[src/rtl/split_signal_master.sv]
// Host-side initiator for a split_signal data selector: sequences one request at a
// time onto the registered command bus and returns one response per bus access.
module split_signal_master #(
    parameter int DATA_W = 8,
    parameter int ADR_W  = 2
) (
    input  logic              clk_i,
    input  logic              rst_n_i,
    input  logic              req_valid_i,
    output logic              req_ready_o,
    input  logic [2:0]        req_op_i,
    input  logic [ADR_W-1:0]  req_adr_i,
    input  logic [DATA_W-1:0] req_data_i,
    output logic              rsp_valid_o,
    input  logic              rsp_ready_i,
    output logic [DATA_W-1:0] rsp_data_o,
    output logic [ADR_W-1:0]  rsp_adr_o,
    output logic              rsp_last_o,
    output logic              rsp_err_o,
    output logic              bus_read_sig_o,
    output logic              bus_write_sig_o,
    output logic [ADR_W-1:0]  bus_adr_o,
    output logic [DATA_W-1:0] bus_data_o,
    input  logic [DATA_W-1:0] bus_data_i
);

    localparam logic [2:0]       OP_IDLE   = 3'b000;
    localparam logic [2:0]       OP_READ   = 3'b001;
    localparam logic [2:0]       OP_WRITE  = 3'b010;
    localparam logic [2:0]       OP_DIRECT = 3'b011;
    localparam logic [2:0]       OP_DUMP   = 3'b100;
    localparam logic [ADR_W-1:0] LAST_ADR  = '1;

    typedef enum logic [1:0] {S_IDLE, S_CMD, S_CAP, S_RSP} state_t;

    state_t             state, state_next;
    logic [2:0]         op_q, op_next;
    logic [ADR_W-1:0]   cnt, cnt_next;
    logic               rd_next, wr_next;
    logic [ADR_W-1:0]   bus_adr_next;
    logic [DATA_W-1:0]  bus_data_next;
    logic [DATA_W-1:0]  rsp_data_next;
    logic [ADR_W-1:0]   rsp_adr_next;
    logic               rsp_last_next, rsp_err_next;

    // {read_sig, write_sig} encoding as the slave decodes it; DUMP is a sequence of reads.
    function automatic logic [1:0] bus_enc(input logic [2:0] op);
        case (op)
            OP_READ, OP_DUMP: bus_enc = 2'b01;
            OP_WRITE:         bus_enc = 2'b10;
            OP_DIRECT:        bus_enc = 2'b11;
            default:          bus_enc = 2'b00;
        endcase
    endfunction

    always_comb begin
        state_next    = state;
        op_next       = op_q;
        cnt_next      = cnt;
        rd_next       = 1'b0;
        wr_next       = 1'b0;
        bus_adr_next  = bus_adr_o;
        bus_data_next = bus_data_o;
        rsp_data_next = rsp_data_o;
        rsp_adr_next  = rsp_adr_o;
        rsp_last_next = rsp_last_o;
        rsp_err_next  = rsp_err_o;
        case (state)
            S_IDLE: begin
                if (req_valid_i) begin
                    op_next = req_op_i;
                    if (req_op_i != OP_IDLE && req_op_i <= OP_DUMP) begin
                        state_next         = S_CMD;
                        {rd_next, wr_next} = bus_enc(req_op_i);
                        bus_adr_next       = (req_op_i == OP_DUMP) ? cnt : req_adr_i;
                        bus_data_next      = (req_op_i == OP_WRITE || req_op_i == OP_DIRECT)
                                             ? req_data_i : '0;
                    end else begin
                        // IDLE and illegal ops answer directly without touching the bus
                        state_next    = S_RSP;
                        rsp_data_next = '0;
                        rsp_adr_next  = req_adr_i;
                        rsp_last_next = 1'b1;
                        rsp_err_next  = (req_op_i != OP_IDLE);
                    end
                end
            end
            S_CMD: state_next = S_CAP;
            S_CAP: begin
                state_next    = S_RSP;
                rsp_data_next = bus_data_i;
                rsp_adr_next  = bus_adr_o;
                rsp_last_next = (op_q != OP_DUMP) || (cnt == LAST_ADR);
                rsp_err_next  = 1'b0;
            end
            S_RSP: begin
                if (rsp_ready_i) begin
                    if (op_q == OP_DUMP && cnt != LAST_ADR) begin
                        state_next         = S_CMD;
                        cnt_next           = cnt + 1'b1;
                        {rd_next, wr_next} = bus_enc(OP_DUMP);
                        bus_adr_next       = cnt + 1'b1;
                        bus_data_next      = '0;
                    end else begin
                        state_next = S_IDLE;
                        cnt_next   = '0;
                    end
                end
            end
            default: state_next = S_IDLE;
        endcase
    end

    always_ff @(posedge clk_i or negedge rst_n_i) begin
        if (!rst_n_i) begin
            state           <= S_IDLE;
            op_q            <= OP_IDLE;
            cnt             <= '0;
            bus_read_sig_o  <= 1'b0;
            bus_write_sig_o <= 1'b0;
            bus_adr_o       <= '0;
            bus_data_o      <= '0;
            rsp_data_o      <= '0;
            rsp_adr_o       <= '0;
            rsp_last_o      <= 1'b0;
            rsp_err_o       <= 1'b0;
        end else begin
            state           <= state_next;
            op_q            <= op_next;
            cnt             <= cnt_next;
            bus_read_sig_o  <= rd_next;
            bus_write_sig_o <= wr_next;
            bus_adr_o       <= bus_adr_next;
            bus_data_o      <= bus_data_next;
            rsp_data_o      <= rsp_data_next;
            rsp_adr_o       <= rsp_adr_next;
            rsp_last_o      <= rsp_last_next;
            rsp_err_o       <= rsp_err_next;
        end
    end

    assign req_ready_o = (state == S_IDLE);
    assign rsp_valid_o = (state == S_RSP);

endmodule

[config.mk]
export PLATFORM = sky130hd
export DESIGN_NAME = split_signal_master
export DESIGN_NICKNAME = d
export VERILOG_FILES = /design/src/rtl/split_signal_master.sv
export SDC_FILE = /design/constraint.sdc
export NUM_CORES = 1
export LEC_CHECK = 0
export BUFFER_PORTS_ARGS = -buffer_cell sky130_fd_sc_hd__buf_2
export CAP_MARGIN = 20
export CORE_MARGIN = 5
export CORE_UTILIZATION = 40
export DETAILED_ROUTE_END_ITERATION = 8
export PLACE_DENSITY = 0.66
export SETUP_SLACK_MARGIN = 0.5
export SYNTH_ARGS = -nofsm -noshare
export SYNTH_HDL_FRONTEND = slang
export SYNTH_SLANG_ARGS = --single-unit
export TNS_END_PERCENT = 50
[constraint.sdc]
create_clock -name clk_i -period 2.4 [get_ports clk_i]
set_input_delay 0.48 -clock clk_i [delete_from_list [all_inputs] [get_ports clk_i]]
set_output_delay 0.48 -clock clk_i [all_outputs]
set_load 0.02 [all_outputs]
# --- Word-level counts from Yosys, hierarchy flattened ---
# Cells that the tools add are included.
classes:
  add_sub_neg: 1
  n_reduce_logical: 14
  magnitude_cmp: 1
  muxes: 39
  eq_ne: 16
ops:
  columns: ["op", "n"]
  rows:
  - ["two-way mux 8 bit", 7]
  - ["one-hot mux 8 bit (2 select lines)", 2]
  - ["two-way mux 2 bit", 11]
  - ["two-way mux 1 bit", 12]
  - ["one-hot mux 2 bit (2 select lines)", 2]
  - ["one-hot mux 2 bit (4 select lines)", 1]
  - ["equality test 2 bit (second input constant)", 3]
  - ["equality test 3 x 2 -> 1 bit (second input constant)", 2]
  - ["equality test 3 bit (second input constant)", 2]
  - ["!= test 2 x 1 -> 1 bit (second input constant)", 3]
  - ["!= test 2 bit (second input constant)", 3]
  - ["one-hot mux 1 bit (2 select lines)", 3]
  - ["one-hot mux 2 bit (3 select lines)", 1]
  - ["AND reduction 2 bit", 3]
  - ["AND reduction 5 bit", 1]
  - ["nonzero test 2 bit", 2]
  - ["equality test 3 x 1 -> 1 bit (second input constant)", 1]
  - ["<= comparator 3 bit (second input constant)", 1]
  - ["!= test 3 bit (second input constant)", 1]
  - ["AND reduction 3 bit", 1]
  - ["nonzero test 3 bit", 1]
  - ["adder 2 x 1 -> 2 bit (second input constant)", 1]
  - ["equality test 2 x 1 -> 1 bit (second input constant)", 1]
  - ["logical AND 1 bit", 2]
  - ["3 further kinds", 4]
totals:
  regBits: 31

# --- Depth between registers and ports, before layout ---
logic_depth:
  depth_word: 6
  ltp_mapped: 6
  mapped_depth_nobuf: 5

# --- Least setup slack after synthesis ---
# No wires, ideal clock.
synth_path:
  path_type: "reg-to-reg"
  startpoint: "register state[0]"
  endpoint: "register rsp_adr_o[0]"
  n_path_buf: 2
  path_slack_ps: 491
  arrival_ps: 1784
  path_stages_with_launch: 7
  setup_time_ps: 125
  required_time_ps: 2275
  path_cell_list: "dfrtp_1 > inv_1 > ha_1 > buf_2 > mux2i_1 > buf_4 > mux2_2"
synth_via:
  elab_chain_len: 3
  elab_cells_between_ends: 7
  cone_classes: "eq/ne: 3; mux: 1; reduce/logical: 3"
synth_rtl:
  columns: ["item", "line_no", "source"]
  rows:
  - ["start: declaration", "36", "state_t state, state_next;"]
  - ["start signal: assignment", "128", "state <= state_next;"]
  - ["logical NOT 2 bit (*)", null, null]
  - ["named net req_ready_o", "10", "output logic req_ready_o,"]
  - ["!= test 2 bit (no line) or nonzero test 2 bit (tied branches)", null, null]
  - ["AND reduction 3 bit (no line)", null, null]
  - ["end signal: assignment", "136", "rsp_adr_o <= rsp_adr_next;"]
  - ["end: declaration", "17", "output logic [ADR_W-1:0] rsp_adr_o,"]
# Mark *: on every way through the listed nets, which the timed path passes. The rest lies on a longest branch.
# A chain may end at the register's enable or synchronous reset.

# --- Worst setup path after layout ---
layout_path:
  startpoint: "register state[0]"
  endpoint: "output port req_ready_o"
layout_via:
  elab_chain_len: 1
layout_rtl:
  columns: ["item", "line_no", "source"]
  rows:
  - ["logical NOT 2 bit", "142", "assign req_ready_o = (state == S_IDLE);"]
  - ["end: declaration", "10", null]
# No other way between the ends.

==> results.md <==
- Peak supply drop: 0.5151 mV
- Commonest non-fill, non-tap cell in the layout: buf_2
- Main combinational cell family by area after synthesis: multiplexers
- Number of diodes: 0
- Crit-path cells: inv_1 -> ha_2 -> buf_2
- Worst path bufs/invs: 2
- Post-synthesis simple-gate area fraction: between 10% and 20%
- P_sw: 972.6 µW
- Worst slack at placement: 0.3171 ns
- Clk slew on worst S/H paths: ~0.06 ns
- Setup Viol. Count Final: 0
- Drt drc: 0
- Worst Setup Start Kind: register
- # port buffers: 50
- Synth Register Bits: 31
- CP Data Arrival Time: 1.30 ns
- Gate Count Post-Synth: 133
- # IOs: between 50 and 60
- Root buf cell: clkbuf_8
- Largest net degree at the start of global routing: 32
- # nets final: between 200 and 250
- PostCTS Resize Cnt: 0
- Synth-to-Final Area Change: 28.19%
- Compound-Gate Fraction of Synth Area: 11.68%
- WHS: 0.2378 ns
- Adder-Cell Fraction of Synth Area: 4.902%
- Status: finished clean
- Mux contribution to synthesized area: 15.69%
- Worst-Margin Slew: 0.6636 ns
- Tcrit/Tclk final: approximately 74%
- Total track usage: between 10% and 20%
- Total nets after synthesis: between 150 and 200
- Synthesis Warnings: 0
- Crit Path Max Fanout: 13
- Vias/cell: 4.854
- Initial antenna violation count: 0
- Sequential Power Share: 33.6%
- Worst skew pair latency: 0.28 ns
- Pint: ~1600 µW
- Starting Density: approximately 42%
- Unrepaired setup endpoints after global routing: false
- WL/cell: 13.48 µm
- Final wirelength: around 3200 µm
- Critical Path Max Stage Delay: roughly 0.41 ns
- Clock Tree Buf Depth: 2
- Setup crit end kind: output port
- Unique masters post-synth: 28
- Crit-path slowest cell: dfrtp_1
- Net Sw Frac: 38.42%
- Fin. Hold Viols: 0
- TritonCTS clock tree: yes
- Comb power frac: between 40% and 50%
- Clock Power Share: 18.9%
- Final-layout setup total negative slack: 0 ns
- Final core utilization: 53.22%
- RePlAce Congestion: 0.9069
- Die height: 71.88 µm
- Die X-Extent: 71.88 µm
- Synth Cell Area: 0.001531 mm²
- Slew HR: 55.76%
- ANT nets after route: 0
- CP Class: reg2out
- H-tree depth: 2
- Post-Route Skew: 0.006242 ns
- Total global routing overflow: 0
- Post-DP HPWL: 2457 µm
- Full die area: 0.005166 mm²
- Most frequent cells in the layout: buf_2 (50), dfrtp_1 (31), nand2_1 (17), inv_1 (13), mux2i_1 (12)
- Top Family by Delay on Critical Path: flip-flops
- Worst Slack Setup Final: 0.6162 ns
- Initial DRC Count: 56
- Via count: 1160
- Xor/xnor share of the synthesized area: 0%
- Post-Syn Area per Cell: between 10 and 15 µm²
- CP Data Required Time: 1.92 ns
- Max Clock Freq: 0.5606 GHz
- Max-cap violations: 0
- Vias in the first global route: 1202
- Max-slew violations: 0
- First-pass GRT wire length: 5368 µm
- Pwr/cell area: 1290 mW/mm²
- Hold/Removal Path Class: in2async
- Fin crit period: roughly 1.8 ns
- Share of layout cells above drive strength 1: 44.50%
- TritonCTS Buffers: 5
- CTS Sinks: 31
- CTS Hold Bufs: 0
- Sequential share of the synthesized area: 50.65%
- # rows: 22
- Core ar.: 0.003689 mm²
- Initial DRT Pass Iterations: 4
- Lkg Pwr: 0.001031 µW
## cell type report
class                   count  area (µm²)
clock buffers               6       72.57
fillers                   338        1725
repair buffers             55       287.8
multi-input cells          85       688.2
inverters                  13       48.80
clock inverters             1       30.03
flip-flops and latches     31       775.7
well taps                  48       60.06
## flip-flops by register name, summed over array words and instances (netlist names)
| register | flops |
|---|---|
| rsp_adr_o | 2 |
| rsp_err_o | 1 |
| rsp_last_o | 1 |
| rsp_data_o | 8 |
| cnt | 2 |
| bus_data_o | 8 |
| bus_read_sig_o | 1 |
| bus_write_sig_o | 1 |
| op_q | 3 |
| state | 2 |
| bus_adr_o | 2 |
## what timing repair did
item | in CTS | in global routing
endpoints found under the setup margin | 0 | 10
setup buffers | 0 | 3
hold endpoints to repair | 0 | 0
## logic make-up (layout without fill, tap and decap cells)
| logic type | after synthesis | count (layout) |
|---|---|---|
| buffers and inverters | 17 | 75 |
| DFF | 31 | 31 |
| and+or+nand+nor | 36 | 36 |
| adders and majority gates | 6 | 6 |
| AOI/OAI and AO/OA | 21 | 21 |
| muxes | 22 | 22 |
## synth_stat cells (all sizes together)
library cell | instances | share of area [%]
a21oi | 3 | 0.98
a22o | 9 | 5.8
a31o | 1 | 0.57
a31oi | 1 | 0.41
a41oi | 1 | 0.57
and3 | 1 | 0.41
buf | 3 | 1.1
clkbuf | 1 | 0.24
dfrtp | 31 | 51
ha | 6 | 4.9
inv | 13 | 3.2
mux2 | 10 | 7.8
mux2i | 12 | 7.8
nand2 | 17 | 4.2
nand2b | 3 | 1.2
nand3 | 2 | 0.65
nor2 | 5 | 1.2
nor2b | 3 | 1.2
nor3 | 1 | 0.65
nor3b | 1 | 0.49
nor4b | 1 | 1.6
o21ai | 5 | 1.6
o221ai | 1 | 1.7
or2 | 1 | 0.41
or2b | 1 | 0.49
## final timing paths
path / startpoint / endpoint / slack, ns / cells past startpoint
worst max-delay path: state[0]$_DFFE_PN0P_ / req_ready_o / 0.62 / 3
worst min-delay path: rst_n_i / bus_data_o[6]$_DFFE_PN0P_ / 0.24 / 1
worst max register to register: state[1]$_DFFE_PN0P_ / bus_adr_o[0]$_DFFE_PN0P_ / 0.62 / 4
worst min register to register: op_q[2]$_DFFE_PN0P_ / op_q[2]$_DFFE_PN0P_ / 0.50 / 2
max in group asynchronous: rst_n_i / rsp_data_o[5]$_DFFE_PN0P_ / 1.73 / 1
min in group clk_i: req_data_i[6] / bus_data_o[6]$_DFFE_PN0P_ / 0.42 / 2
## metal layers
| metal | global-route usage, % | wire (µm) | up-vias |
|---|---|---|---|
| li1 | - | - | 572 |
| met1 | 16.04 | 1419 | 547 |
| met2 | 21.53 | 1560 | 33 |
| met3 | 5.189 | 189 | 8 |
| met4 | 5.637 | 53 | 0 |
| met5 | 0 | 0 | - |
## power groups by stage
stage	sequential (µW)	combinational, µW	clock [µW]
after CTS	851	1200	490
after global placement	847	1170	0
after global routing	877	1320	513
after detailed placement	856	1200	0
after floorplan	1020	700	0
final	851	1200	479
## per-stage QoR
stage | cells | power [µW] | area (µm²)
2_1_floorplan | 133 | 1716 | 1534
3_3_place_gp | 229 | 2019 | 1838
3_5_place_dp | 229 | 2053 | 1838
4_1_cts | 236 | 2540 | 1941
5_1_grt | 239 | 2715 | 1963
6_report | 239 | 2532 | 1963
Note: power is estimated with default switching activity, not from simulation.
